**src/rtl/div_iter_axis_if.sv**
```systemverilog
// Divider stream bundle: two operand channels (valid/ready) and a valid-only result channel.
interface div_iter_axis_if #(
    parameter int WIDTH = 32
);
    logic [WIDTH-1:0]   s_axis_divisor_tdata;
    logic               s_axis_divisor_tvalid;
    logic               s_axis_divisor_tready;
    logic [WIDTH-1:0]   s_axis_dividend_tdata;
    logic               s_axis_dividend_tvalid;
    logic               s_axis_dividend_tready;
    logic [2*WIDTH-1:0] m_axis_dout_tdata;
    logic               m_axis_dout_tvalid;

    modport slave (
        input  s_axis_divisor_tdata, s_axis_divisor_tvalid,
        output s_axis_divisor_tready,
        input  s_axis_dividend_tdata, s_axis_dividend_tvalid,
        output s_axis_dividend_tready,
        output m_axis_dout_tdata, m_axis_dout_tvalid
    );

    modport master (
        output s_axis_divisor_tdata, s_axis_divisor_tvalid,
        input  s_axis_divisor_tready,
        output s_axis_dividend_tdata, s_axis_dividend_tvalid,
        input  s_axis_dividend_tready,
        input  m_axis_dout_tdata, m_axis_dout_tvalid
    );
endinterface

```
**src/rtl/div_iter_axis.sv**
```systemverilog
// Multi-cycle radix-2 restoring divider (one quotient bit per cycle) with stream handshakes.
// Optional macro DIV_EARLY_TREADY_EN: also accept the next operand pair during the DONE strobe.
module div_iter_axis #(
    parameter int WIDTH  = 32,
    parameter bit SIGNED = 1'b1
) (
    input  logic           clk,
    input  logic           reset,
    div_iter_axis_if.slave bus
);

    typedef enum logic [1:0] {IDLE, CALC, DONE} state_t;

    localparam logic [5:0] LAST = 6'(WIDTH - 1);

    function automatic logic [WIDTH-1:0] mag(input logic signed [WIDTH-1:0] x);
        return (SIGNED && x[WIDTH-1]) ? WIDTH'(-x) : x;
    endfunction

    function automatic logic [WIDTH-1:0] cond_neg(input logic [WIDTH-1:0] x, input logic neg);
        return neg ? WIDTH'(~x + 1'b1) : x;
    endfunction

    state_t state_q, state_d;
    logic   dvs_cap_q, dvd_cap_q;
    logic   accept, dvs_fire, dvd_fire, load, last;
    logic [5:0] cnt_q;

    logic signed [WIDTH-1:0] dvs_hold, dvd_hold, dvs_op, dvd_op;
    logic [WIDTH-1:0]   rem_q, quo_q, dvs_mag_q, dvd_raw_q, rem_nx;
    logic [WIDTH:0]     rem_sh;
    logic               ge, qneg_q, rneg_q, dvz_q;
    logic [WIDTH-1:0]   quo_nx;
    logic [2*WIDTH-1:0] dout_q;

    assign bus.s_axis_divisor_tready  = accept && !dvs_cap_q;
    assign bus.s_axis_dividend_tready = accept && !dvd_cap_q;
    assign dvs_fire = bus.s_axis_divisor_tvalid  && bus.s_axis_divisor_tready;
    assign dvd_fire = bus.s_axis_dividend_tvalid && bus.s_axis_dividend_tready;
    // Second operand may arrive on the same edge that loads the datapath
    assign load   = accept && (dvs_cap_q || dvs_fire) && (dvd_cap_q || dvd_fire);
    assign dvs_op = dvs_fire ? bus.s_axis_divisor_tdata  : dvs_hold;
    assign dvd_op = dvd_fire ? bus.s_axis_dividend_tdata : dvd_hold;
    assign last   = (state_q == CALC) && (cnt_q == LAST);

    assign rem_sh = {rem_q, quo_q[WIDTH-1]};
    assign ge     = rem_sh >= {1'b0, dvs_mag_q};
    assign rem_nx = ge ? WIDTH'(rem_sh - {1'b0, dvs_mag_q}) : rem_sh[WIDTH-1:0];
    assign quo_nx = {quo_q[WIDTH-2:0], ge};

    assign bus.m_axis_dout_tdata  = dout_q;
    assign bus.m_axis_dout_tvalid = (state_q == DONE);

    always_comb begin
        state_d = state_q;
`ifdef DIV_EARLY_TREADY_EN
        accept  = !reset && (state_q == IDLE || state_q == DONE);
`else
        accept  = !reset && (state_q == IDLE);
`endif
        case (state_q)
            IDLE:    if (load) state_d = CALC;
            CALC:    if (cnt_q == LAST) state_d = DONE;
`ifdef DIV_EARLY_TREADY_EN
            DONE:    state_d = load ? CALC : IDLE;
`else
            DONE:    state_d = IDLE;
`endif
            default: state_d = IDLE;
        endcase
    end

    always_ff @(posedge clk) begin
        if (reset) begin
            state_q   <= IDLE;
            dvs_cap_q <= 1'b0;
            dvd_cap_q <= 1'b0;
            cnt_q     <= '0;
            dout_q    <= '0;
        end else begin
            state_q <= state_d;
            if (load) begin
                dvs_cap_q <= 1'b0;
                dvd_cap_q <= 1'b0;
            end else begin
                if (dvs_fire) dvs_cap_q <= 1'b1;
                if (dvd_fire) dvd_cap_q <= 1'b1;
            end
            if (load)
                cnt_q <= '0;
            else if (state_q == CALC)
                cnt_q <= cnt_q + 6'd1;
            // Final iteration result is corrected and registered straight into the output
            if (last)
                dout_q <= dvz_q ? {{WIDTH{1'b1}}, dvd_raw_q}
                                : {cond_neg(quo_nx, qneg_q), cond_neg(rem_nx, rneg_q)};
        end
    end

    always_ff @(posedge clk) begin
        if (dvs_fire) dvs_hold <= dvs_op;
        if (dvd_fire) dvd_hold <= dvd_op;
        if (load) begin
            rem_q     <= '0;
            quo_q     <= mag(dvd_op);
            dvs_mag_q <= mag(dvs_op);
            qneg_q    <= SIGNED && (dvd_op[WIDTH-1] ^ dvs_op[WIDTH-1]);
            rneg_q    <= SIGNED && dvd_op[WIDTH-1];
            dvz_q     <= (dvs_op == '0);
            dvd_raw_q <= dvd_op;
        end else if (state_q == CALC) begin
            rem_q <= rem_nx;
            quo_q <= quo_nx;
        end
    end

endmodule

```
**src/flat_wrapper.sv**
```systemverilog
// flat-port wrapper written by rule: the top's interface ports become plain ports
module div_iter_axis_flat 
#(
    parameter int WIDTH  = 32,
    parameter bit SIGNED = 1'b1
)
  (clk, reset, bus_s_axis_divisor_tdata, bus_s_axis_divisor_tvalid, bus_s_axis_divisor_tready, bus_s_axis_dividend_tdata, bus_s_axis_dividend_tvalid, bus_s_axis_dividend_tready, bus_m_axis_dout_tdata, bus_m_axis_dout_tvalid);
  div_iter_axis_if #(.WIDTH(WIDTH)) bus_i ();
  input  logic clk;
  input  logic reset;
  input wire logic [$bits(bus_i.s_axis_divisor_tdata)-1:0] bus_s_axis_divisor_tdata;
  input wire logic [$bits(bus_i.s_axis_divisor_tvalid)-1:0] bus_s_axis_divisor_tvalid;
  output wire logic [$bits(bus_i.s_axis_divisor_tready)-1:0] bus_s_axis_divisor_tready;
  input wire logic [$bits(bus_i.s_axis_dividend_tdata)-1:0] bus_s_axis_dividend_tdata;
  input wire logic [$bits(bus_i.s_axis_dividend_tvalid)-1:0] bus_s_axis_dividend_tvalid;
  output wire logic [$bits(bus_i.s_axis_dividend_tready)-1:0] bus_s_axis_dividend_tready;
  output wire logic [$bits(bus_i.m_axis_dout_tdata)-1:0] bus_m_axis_dout_tdata;
  output wire logic [$bits(bus_i.m_axis_dout_tvalid)-1:0] bus_m_axis_dout_tvalid;
  assign bus_i.s_axis_divisor_tdata = bus_s_axis_divisor_tdata;
  assign bus_i.s_axis_divisor_tvalid = bus_s_axis_divisor_tvalid;
  assign bus_s_axis_divisor_tready = bus_i.s_axis_divisor_tready;
  assign bus_i.s_axis_dividend_tdata = bus_s_axis_dividend_tdata;
  assign bus_i.s_axis_dividend_tvalid = bus_s_axis_dividend_tvalid;
  assign bus_s_axis_dividend_tready = bus_i.s_axis_dividend_tready;
  assign bus_m_axis_dout_tdata = bus_i.m_axis_dout_tdata;
  assign bus_m_axis_dout_tvalid = bus_i.m_axis_dout_tvalid;
  div_iter_axis #(.WIDTH(WIDTH), .SIGNED(SIGNED)) u_core (.clk(clk), .reset(reset), .bus(bus_i));
endmodule
```
**config.mk**
```make
export PLATFORM = sky130hd
export DESIGN_NAME = div_iter_axis_flat
export DESIGN_NICKNAME = d
export VERILOG_FILES = /design/src/rtl/div_iter_axis_if.sv /design/src/rtl/div_iter_axis.sv /design/src/flat_wrapper.sv
export SDC_FILE = /design/constraint.sdc
export NUM_CORES = 1
export LEC_CHECK = 0
export ABC_CLOCK_PERIOD_IN_PS = 11600
export CORE_MARGIN = 3
export CORE_UTILIZATION = 30
export DETAILED_ROUTE_END_ITERATION = 10
export GPL_TIMING_DRIVEN = 0
export PLACE_DENSITY = 0.51
export SLEW_MARGIN = 20
export SYNTH_ARGS = -nofsm -noshare
export SYNTH_HDL_FRONTEND = slang
export SYNTH_SLANG_ARGS = --single-unit
```
**constraint.sdc**
```tcl
create_clock -name clk -period 11.6 [get_ports clk]
set_clock_uncertainty 0.05 [all_clocks]
set_input_delay 2.9 -clock clk [delete_from_list [all_inputs] [get_ports clk]]
set_output_delay 2.9 -clock clk [all_outputs]
set_load 0.01 [all_outputs]
```
==> results_dict.tcl, run 1 <==
set metrics [dict create \
    drt_iter0_drc 1179 \
    period_needed_ns 8.94 \
    numCtsBuffers 31 \
    ctsHoldBuffers 0 \
    synthCells 1729 \
    multi_input_area_mm2 0.00803 \
    syn_to_final_growth_pct 21.2 \
    path_class "input pin to flop" \
    root_buffer "clkbuf_16" \
    r2r-end "u_core.bus.m_axis_dout_tdata[58]" \
    io_pins 135 \
    start_util_pct 30.5 \
    async_flop_share_pct 0 \
    rsz0062_at_grt "false" \
    arrival_ns 9.21 \
    synth-seq-area-share_pct 44.4 \
    ys.flop_type "edfxtp_1" \
    postRouteAntennaNets 0 \
    worstMarginPinSlew_ns 1.02 \
    synth_area_per_cell_um2 9.11 \
    fin_util_pct 37.0 \
    fillCellCount 5231 \
    nets 2003 \
    critPathSlowestCell "buf_2" \
    gp_congestion 0.903 \
    die_area_mm2 0.0553 \
    vias_per_cell 5.32 \
    timing.rr.start "u_core.rem_q[10]" \
    ys_types 81 \
    drt_first_pass_iters 6 \
    clkTransAtPathRegs_ns 0.06 \
    cts_setup_buffers 0 \
    critPathMaxFanout 41 \
    ir_drop_mv 0.123 \
    holdPathEnd "u_core.bus.m_axis_dout_tdata[7]" \
    clock_path_buffers 3 \
    hp-class "flop to flop" \
    max_stage_delay_ns 0.87 \
    p_leak_uw 0.00698 \
    crit_family "buffers and inverters" \
    clkLatencyLatePin_ns 0.60 \
    syn_area_mm2 0.0157 \
    cts.sinks 268 \
    antenna_found_initial 1 \
    startpoint_type "input pin" \
    status "finished clean" \
    core-area_mm2 0.0516 \
    dp_cells 2544 \
    layout.cells.non_filler 2603 \
    period_share_pct 77.1 \
    grt_usage_pct 18.5 \
    final_max_slew_viol_count 0 \
    setup_viol 0 \
    final_area_mm2 0.0191 \
    reg2reg_slack_ns 4.51 \
    place_hpwl_mm 41.5 \
    cts_tree "built" \
    powerDensity_mw_per_mm2 203 \
    relSlewSlack_pct 31.7 \
    required_ns 11.87 \
    grt_pass1_vias 13700 \
    cp_num_cells 18 \
    maxCapViolCount 0 \
    io_buffer_count 133 \
    register_area_mm2 0.00699 \
    endpoint_kind "flop" \
    htreeDepth 1 \
    yosys_warnings 0 \
    num_vias 13800 \
    hold_viol 0 \
    ctsResizeCount 0 \
    rows 83 \
    placed_cell_area_mm2 0.0180 \
    rr_worst_depth 21 \
    synth.net_count 1835 \
    dieHeight_um 235 \
    grt_max_degree 42 \
    synth_edf_count 162 \
    path_cells "buf_2 -> nor4_1 -> nand2_1 -> inv_1 -> buf_2 -> buf_1 -> buf_1 -> buf_2 -> mux2i_1 -> ha_1 -> a21boi_0 -> nand2_1 -> nor4_1 -> and2_1 -> and3_1 -> nand2_1 -> o41ai_1 -> xnor2_1" \
    min_delay_path_depth 2 \
    drc 0 \
    drive_gt1_share_pct 5.98 \
    holdCritStartpoint "u_core.bus.m_axis_dout_tdata[7]" \
    dieWidth_um 235 \
    max_freq_mhz 112 \
    routedWlPerCell_um 20.5 \
    gr-total-overflow 0 \
    critPathBufInv 6 \
    grt_pass1_wl_mm 80.9 \
    fin_tns_setup_ns 0 \
    routed_wl_mm 53.3 \
    synth-seq-cells 268 \
]
[sequential cells by signal, indices dropped and copies added, names as in the netlist]
register	cells
u_core.bus.m_axis_dout_tdata	64
u_core.cnt_q	6
u_core.dvd_cap_q	1
u_core.dvd_hold	32
u_core.dvd_raw_q	31
u_core.dvs_cap_q	1
u_core.dvs_hold	32
u_core.dvs_mag_q	32
u_core.dvz_q	1
u_core.qneg_q	1
u_core.quo_q	32
u_core.rem_q	32
u_core.rneg_q	1
u_core.state_q	2
[synthesized netlist by cell type, types with 23 or more instances]
library cell / n / area, um^2
nand2_1: 239 / 897
edfxtp_1: 162 / 4860
o21ai_0: 134 / 671
nor2_1: 124 / 465
dfxtp_1: 106 / 2120
inv_1: 94 / 353
a21oi_1: 93 / 465
xnor2_1: 75 / 657
xor2_1: 69 / 604
mux2i_1: 65 / 651
nor3_1: 63 / 315
clkbuf_1: 57 / 214
a211oi_1: 38 / 285
ha_1: 37 / 463
nand3_1: 31 / 155
a31oi_1: 23 / 144
[final cells by class]
class,instances,share of cell area [%]
Inverter,96,1.91
Antenna cell,1,0.0131
Sequential cell,268,36.6
Timing Repair Buffer,135,7.18
Tap cell,680,4.46
Clock inverter,17,1.11
Multi-Input combinational cell,1278,42.1
Clock buffer,41,4.75
Buffer,87,1.92
[metal layers]
layer	share of wire [%]	vias up	global-route usage, %
met2	45	399	29.6
li1	-	6620	-
met4	1.7	0	3.73
met5	0	-	0
met3	6.3	48	2.84
met1	47	6775	26.6
[power breakdown]
group	switching, uW	internal [uW]	leakage, uW
clock	424	640	0.000551
combinational	992	562	0.00406
sequential	122	1130	0.00236
[how the worst max path moves through the flow]
stage / startpoint / endpoint / slack, ns
floorplan: reset / u_core.dvs_mag_q[30] / 3.77
global placement: reset / u_core.dvs_mag_q[30] / 2.02
detailed placement: reset / u_core.dvs_mag_q[30] / 2.04
CTS: reset / u_core.dvs_mag_q[30] / 2.63
global route: reset / u_core.dvs_mag_q[30] / 2.16
finish: reset / u_core.dvs_mag_q[30] / 2.66
[tightest hold or removal path, cell delays in order, from the launching register on]
cell and delay (ns):
dfxtp_1 0.32, nand2_1 0.05, a21oi_1 0.05
[cells by family after synthesis]
group / count (synthesis) / synth area share, %
AO/OA/AOI/OAI: 437 / 18.1
flip-flops: 268 / 44.4
multiplexers: 69 / 4.42
adder cells (fa/ha/maj): 38 / 3.07
AND/OR/NAND/NOR: 590 / 17.4
buffers and inverters: 183 / 4.63
XOR/XNOR: 144 / 8.01
[per-stage QoR]
stage	total power, uW	worst slack (ns)	hold slack, ns
2_1_floorplan	2330	3.77	0.389
3_3_place_gp	2790	2.02	0.397
3_5_place_dp	2800	2.04	0.396
4_1_cts	3880	2.63	0.414
5_1_grt	4100	2.16	0.423
6_report	3870	2.66	0.418
[cells in the final DEF, fill, tap and decap left out, types with 14 or more instances in the layout]
| cell type | netlist | final |
|---|---|---|
| a21oi_1 | 93 | 93 |
| ha_1 | 37 | 37 |
| xnor2_1 | 75 | 75 |
| edfxtp_1 | 162 | 162 |
| or4_1 | 14 | 14 |
| or3_1 | 15 | 15 |
| nor3_1 | 63 | 63 |
| a211oi_1 | 38 | 38 |
| buf_2 | 17 | 17 |
| mux2i_1 | 65 | 65 |
| a31oi_1 | 23 | 23 |
| nand2_1 | 239 | 239 |
| nand3_1 | 31 | 31 |
| nand4_1 | 14 | 14 |
| clkdlybuf4s50_1 | 0 | 133 |
| nor4_1 | 20 | 20 |
| clkbuf_16 | 0 | 33 |
| a21o_1 | 17 | 17 |
| inv_1 | 94 | 92 |
| nor2_1 | 124 | 124 |
| clkbuf_1 | 57 | 60 |
| xor2_1 | 69 | 69 |
| o31ai_1 | 18 | 18 |
| o211ai_1 | 14 | 14 |
| o21ai_0 | 134 | 134 |
| dfxtp_1 | 106 | 106 |
No activity file was read; power rests on OpenSTA's default activity.
==> inputs of run 2 (changes only) <==
--- a/config.mk
+++ b/config.mk
@@ -5,12 +5,12 @@
 export SDC_FILE = /design/constraint.sdc
 export NUM_CORES = 1
 export LEC_CHECK = 0
-export ABC_CLOCK_PERIOD_IN_PS = 11600
+export ABC_CLOCK_PERIOD_IN_PS = 7600
 export CORE_MARGIN = 3
 export CORE_UTILIZATION = 30
 export DETAILED_ROUTE_END_ITERATION = 10
 export GPL_TIMING_DRIVEN = 0
-export PLACE_DENSITY = 0.51
+export PLACE_DENSITY = 0.53
 export SLEW_MARGIN = 20
 export SYNTH_ARGS = -nofsm -noshare
 export SYNTH_HDL_FRONTEND = slang
==> constraint.sdc (replaced) <==
create_clock -name clk -period 7.6 [get_ports clk]
set_clock_uncertainty 0.05 [all_clocks]
set_input_delay 1.9 -clock clk [delete_from_list [all_inputs] [get_ports clk]]
set_output_delay 1.9 -clock clk [all_outputs]
set_load 0.01 [all_outputs]
==> run 2 against run 1 <==
Net effect:
- combinational power grew 53%
- power up 50%
- utilization shrank 0.19 points
- via count down 0.87%
- global-route usage hardly changed
- sequential power grew 53%
- wire length barely moved
- hold slack got worse by 0.0038 ns
- flip-flop and latch count unchanged
- final cell count shrank 0.19%
- critical endpoint is now u_core.quo_q[30]
==> results_dict.tcl, run 2 (same netlist as run 1, synthesis figures left out) <==
set metrics [dict create \
    ctsHoldBuffers 0 \
    required_ns 7.88 \
    rows 83 \
    critPathSlowestCell "nor3_1" \
    maxCapViolCount 0 \
    cts_setup_buffers 0 \
    antenna_found_initial 1 \
    gp_congestion 0.904 \
    dieHeight_um 235 \
    status "finished clean" \
    antennaDiodeCount 0 \
    gr-total-overflow 0 \
    routed_wl_mm 53.3 \
    num_vias 13700 \
    final_common_cell "nand2_1" \
    numCtsBuffers 30 \
    clkLatencyLatePin_ns 0.60 \
    clock_path_buffers 3 \
    p_leak_uw 0.00693 \
    core-area_mm2 0.0516 \
    finalWorstSetupSlack_ns 0.309 \
    layout.cells.non_filler 2598 \
    holdWs_ns 0.415 \
    final_max_slew_viol_count 0 \
    layout_common_cells "nand2_1, edfxtp_1, o21ai_0" \
    max_stage_delay_ns 0.68 \
    htreeDepth 1 \
    critPathMaxFanout 41 \
    path_cells "buf_2 -> nor4_1 -> nand2_1 -> inv_1 -> buf_1 -> buf_2 -> buf_2 -> clkbuf_4 -> mux2i_1 -> ha_1 -> o21a_1 -> nand3_1 -> nor3_1 -> nand2_1 -> o41ai_1 -> xnor2_1 -> o21ai_0" \
    die_area_mm2 0.0553 \
    ctsResizeCount 2 \
    powerDensity_mw_per_mm2 306 \
    drt_iter0_drc 1142 \
    grt_pass1_vias 13500 \
    drc 0 \
    grt_max_degree 42 \
    setup_viol 0 \
    dp_cells 2543 \
    p_total_uw 5810 \
    start_util_pct 30.5 \
    worst_path_most_repeated_cell "buf_2" \
    syn_to_final_growth_pct 20.6 \
    preCtsSetupSlack_ns -1.05 \
    max_freq_mhz 137 \
    cts.sinks 268 \
    vias_per_cell 5.28 \
    period_needed_ns 7.29 \
    drt_first_pass_iters 5 \
    routedWlPerCell_um 20.5 \
    startpoint_type "input pin" \
    nets 2000 \
    fin_tns_setup_ns 0 \
    io_pins 135 \
    period_share_pct 95.9 \
    hold_viol 0 \
    postRouteAntennaNets 0 \
    path_class "input pin to flop" \
    cts_tree "built" \
    drive_gt1_share_pct 5.79 \
    endpoint_kind "flop" \
    worstMarginPinSlew_ns 1.04 \
    grt_pass1_wl_mm 80.6 \
    relSlewSlack_pct 30.4 \
    hp-class "flop to flop" \
    place_hpwl_mm 41.5 \
    ir_drop_mv 0.196 \
    io_buffer_count 133 \
    rsz0062_at_grt "false" \
    clkTransAtPathRegs_ns 0.06 \
    arrival_ns 7.57 \
    dieWidth_um 235 \
    largest_reg_flops 64 \
    root_buffer "clkbuf_16" \
    grt_usage_pct 18.5 \
]
[run 2: layout make-up]
cell class / instances / area [um^2]
clock inverter: 15 / 155
fill: 5175 / 32600
timing repair buffer: 134 / 1350
sequential: 268 / 6990
multi-input combinational: 1278 / 8030
buffer: 86 / 369
tap: 680 / 851
inverter: 96 / 365
clock buffer: 41 / 885
[run 2: layer usage]
layer / track usage, % / share of wire (%) / up-vias
met2: 28.9 / 44 / 440
li1: - / - / 6604
met1: 26.5 / 46 / 6597
met3: 2.60 / 7.0 / 80
met4: 5.66 / 3.0 / 0
met5: 0 / 0 / -
[run 2: through the flow]
stage / utilization (%) / instance area (um^2)
6_report: 36.8 / 19000
3_5_place_dp: 34.8 / 18000
3_3_place_gp: 34.7 / 17900
2_1_floorplan: - / 15700
5_1_grt: 36.8 / 19000
4_1_cts: 36.8 / 19000
[run 2: where the power goes]
group,internal (uW),switching (uW)
Combinational,855,1520
Sequential,1720,185
Clock,886,641
[run 2: worst max-delay path: cells and delay by family]
| family | cells | cell delay, ns |
|---|---|---|
| multiplexers | 1 | 0.32 |
| AND/OR/NAND/NOR | 5 | 1.77 |
| XOR/XNOR | 1 | 0.16 |
| adder cells (fa/ha/maj) | 1 | 0.22 |
| AO/OA/AOI/OAI | 3 | 0.78 |
| buffers and inverters | 6 | 2.38 |
[run 2: final timing paths]
path	slack, ns	from	depth (start not counted)	endpoint
worst max-delay path	0.31	reset	17	u_core.quo_q[30]
worst min-delay path	0.41	u_core.bus.m_axis_dout_tdata[2]	2	u_core.bus.m_axis_dout_tdata[2]
worst max register to register	0.50	u_core.rem_q[10]	21	u_core.bus.m_axis_dout_tdata[58]
worst min register to register	0.41	u_core.bus.m_axis_dout_tdata[2]	2	u_core.bus.m_axis_dout_tdata[2]
==> inputs of run 3 (changes only) <==
--- a/config.mk
+++ b/config.mk
@@ -5,12 +5,13 @@
 export SDC_FILE = /design/constraint.sdc
 export NUM_CORES = 1
 export LEC_CHECK = 0
-export ABC_CLOCK_PERIOD_IN_PS = 7600
+export ABC_CLOCK_PERIOD_IN_PS = 9270
 export CORE_MARGIN = 3
 export CORE_UTILIZATION = 30
 export DETAILED_ROUTE_END_ITERATION = 10
+export DONT_BUFFER_PORTS = 1
 export GPL_TIMING_DRIVEN = 0
-export PLACE_DENSITY = 0.53
+export PLACE_DENSITY = 0.48
 export SLEW_MARGIN = 20
 export SYNTH_ARGS = -nofsm -noshare
 export SYNTH_HDL_FRONTEND = slang
==> constraint.sdc (replaced) <==
create_clock -name clk -period 9.27 [get_ports clk]
set_clock_uncertainty 0.05 [all_clocks]
set_input_delay 2.3175 -clock clk [delete_from_list [all_inputs] [get_ports clk]]
set_output_delay 2.3175 -clock clk [all_outputs]
set_load 0.01 [all_outputs]
==> run 3 against run 2 <==
Net effect:
- critical path depth rose by 1
- clock-buffer cell count decreased by 1
- die area is the same
- cell area decreased by 7.0%
- non-clock buffer count down 132
- clock power down 17%
- setup slack gained 0.44 ns
- power fell by 18%
- utilization down 2.6 points
- register-to-register slack better by 1.7 ns
- flip-flop and latch count did not move
- critical endpoint is now u_core.dvs_mag_q[30]
==> results_dict.tcl, run 3 (same netlist as run 1, synthesis figures left out) <==
set metrics [dict create \
    status "finished clean" \
    vias_per_cell 5.38 \
    htreeDepth 1 \
    core-area_mm2 0.0516 \
    postRouteAntennaNets 0 \
    die_area_mm2 0.0553 \
    p_clk_share_pct 26.8 \
    critPathMaxFanout 41 \
    holdWs_ns 0.431 \
    powerDensity_mw_per_mm2 268 \
    relSlewSlack_pct 23.0 \
    gp_congestion 0.887 \
    grt_usage_pct 18.6 \
    clkLatencyLatePin_ns 0.59 \
    grt_pass1_wl_mm 80.3 \
    setup_viol 0 \
    fillCellCount 5282 \
    cts_setup_buffers 0 \
    dieWidth_um 235 \
    drt_iter0_drc 1193 \
    arrival_ns 8.79 \
    period_share_pct 92.0 \
    path_class "input pin to flop" \
    nets 1868 \
    place_hpwl_mm 41.8 \
    intPower_uw 2840 \
    cts_tree "built" \
    drive_gt1_share_pct 5.88 \
    grt_max_degree 42 \
    num_vias 13300 \
    p_comb_share_pct 40.3 \
    final_area_mm2 0.0177 \
    reg2reg_slack_ns 2.15 \
    io_buffer_count 0 \
    dieHeight_um 235 \
    antenna_found_initial 0 \
    rows 83 \
    switching_power_uw 1900 \
    hold_viol 0 \
    min_delay_path_depth 2 \
    rr_worst_depth 17 \
    gr-total-overflow 0 \
    worstMarginPinSlew_ns 1.16 \
    swShare_pct 40.1 \
    maxCapViolCount 0 \
    layout_common_cells "nand2_1, edfxtp_1, o21ai_0" \
    drt_first_pass_iters 6 \
    cts.sinks 268 \
    routed_wl_mm 53.3 \
    io_pins 135 \
    required_ns 9.54 \
    grt_pass1_vias 12800 \
    hp-class "flop to flop" \
    clkTransAtPathRegs_ns 0.06 \
    startpoint_type "input pin" \
    largest_reg_flops 64 \
    syn_to_final_growth_pct 12.2 \
    fin_util_pct 34.2 \
    routedWlPerCell_um 21.6 \
    antennaDiodeCount 0 \
    final_max_slew_viol_count 0 \
    ir_drop_mv 0.136 \
    p_leak_uw 0.00641 \
    start_util_pct 30.5 \
    drc 0 \
    placed_cell_area_mm2 0.0166 \
    clock_path_buffers 3 \
    numCtsBuffers 30 \
    endpoint_kind "flop" \
    root_buffer "clkbuf_16" \
    final_common_cell "nand2_1" \
    rsz0062_at_grt "false" \
    pwr-share-seq_pct 33.0 \
    max_freq_mhz 117 \
    period_needed_ns 8.53 \
]
==> run 3: what timing repair did <==
action,4_1_cts,5_1_grt
gates resized for setup,0,1
hold buffers,0,0
endpoints found under the setup margin,0,2
==> run 3: power groups by stage <==
stage | clock network [uW] | registers, uW | logic (uW)
global placement | 0 | 1590 | 1870
detailed placement | 0 | 1590 | 1890
floorplan | 0 | 1520 | 1400
CTS | 1300 | 1560 | 1900
global route | 1340 | 1580 | 2110
finish | 1270 | 1560 | 1910
==> run 3: area by class of cell <==
cell class                 count  area, um^2  share of cell area (%)
clock inverter                16         240                    1.36
sequential                   268        6990                    39.6
timing repair buffer           1        20.0                   0.113
inverter                      96         365                    2.07
buffer                        87         369                    2.09
clock buffer                  40         798                    4.52
tap                          680         851                    4.82
multi-input combinational   1278        8030                    45.5
==> run 3: metrics by stage <==
step / power, uW / std cells / setup TNS (ns) / setup slack [ns]
2_1_floorplan: 2920 / 1729 / 0 / 2.02
3_3_place_gp: 3460 / 2409 / -0.110 / -0.110
3_5_place_dp: 3470 / 2410 / -0.204 / -0.204
4_1_cts: 4760 / 2466 / 0 / 0.412
5_1_grt: 5020 / 2466 / 0 / 0.00312
6_report: 4740 / 2466 / 0 / 0.745
==> run 3: path summary, 6_finish.rpt <==
kind | endpoint | start
max reg2reg | u_core.dvs_mag_q[30] | u_core.state_q[1]
max | u_core.dvs_mag_q[30] | reset
min | u_core.cnt_q[1] | u_core.cnt_q[1]
min reg2reg | u_core.cnt_q[1] | u_core.cnt_q[1]
==> run 3: per-layer routing <==
metal / vias up / share of wire (%) / track usage [%]
li1: 6349 / - / -
met1: 6513 / 46 / 26.1
met2: 357 / 44 / 29.1
met5: - / 0 / 0
met3: 49 / 8.1 / 4.78
met4: 0 / 1.8 / 3.86
==> run 3: critical path, cell delays in order <==
cell and delay [ns]:
buf_2 0.21, nor4_1 0.60, nand2_1 0.38, inv_1 0.23
buf_2 0.32, buf_1 0.55, buf_1 0.72, clkbuf_4 0.71
mux2i_1 0.35, ha_1 0.27, a21boi_0 0.27, nand2_1 0.11
nor4_1 0.53, and2_1 0.31, and3_1 0.24, nand2_1 0.10
o41ai_1 0.40, xnor2_1 0.12
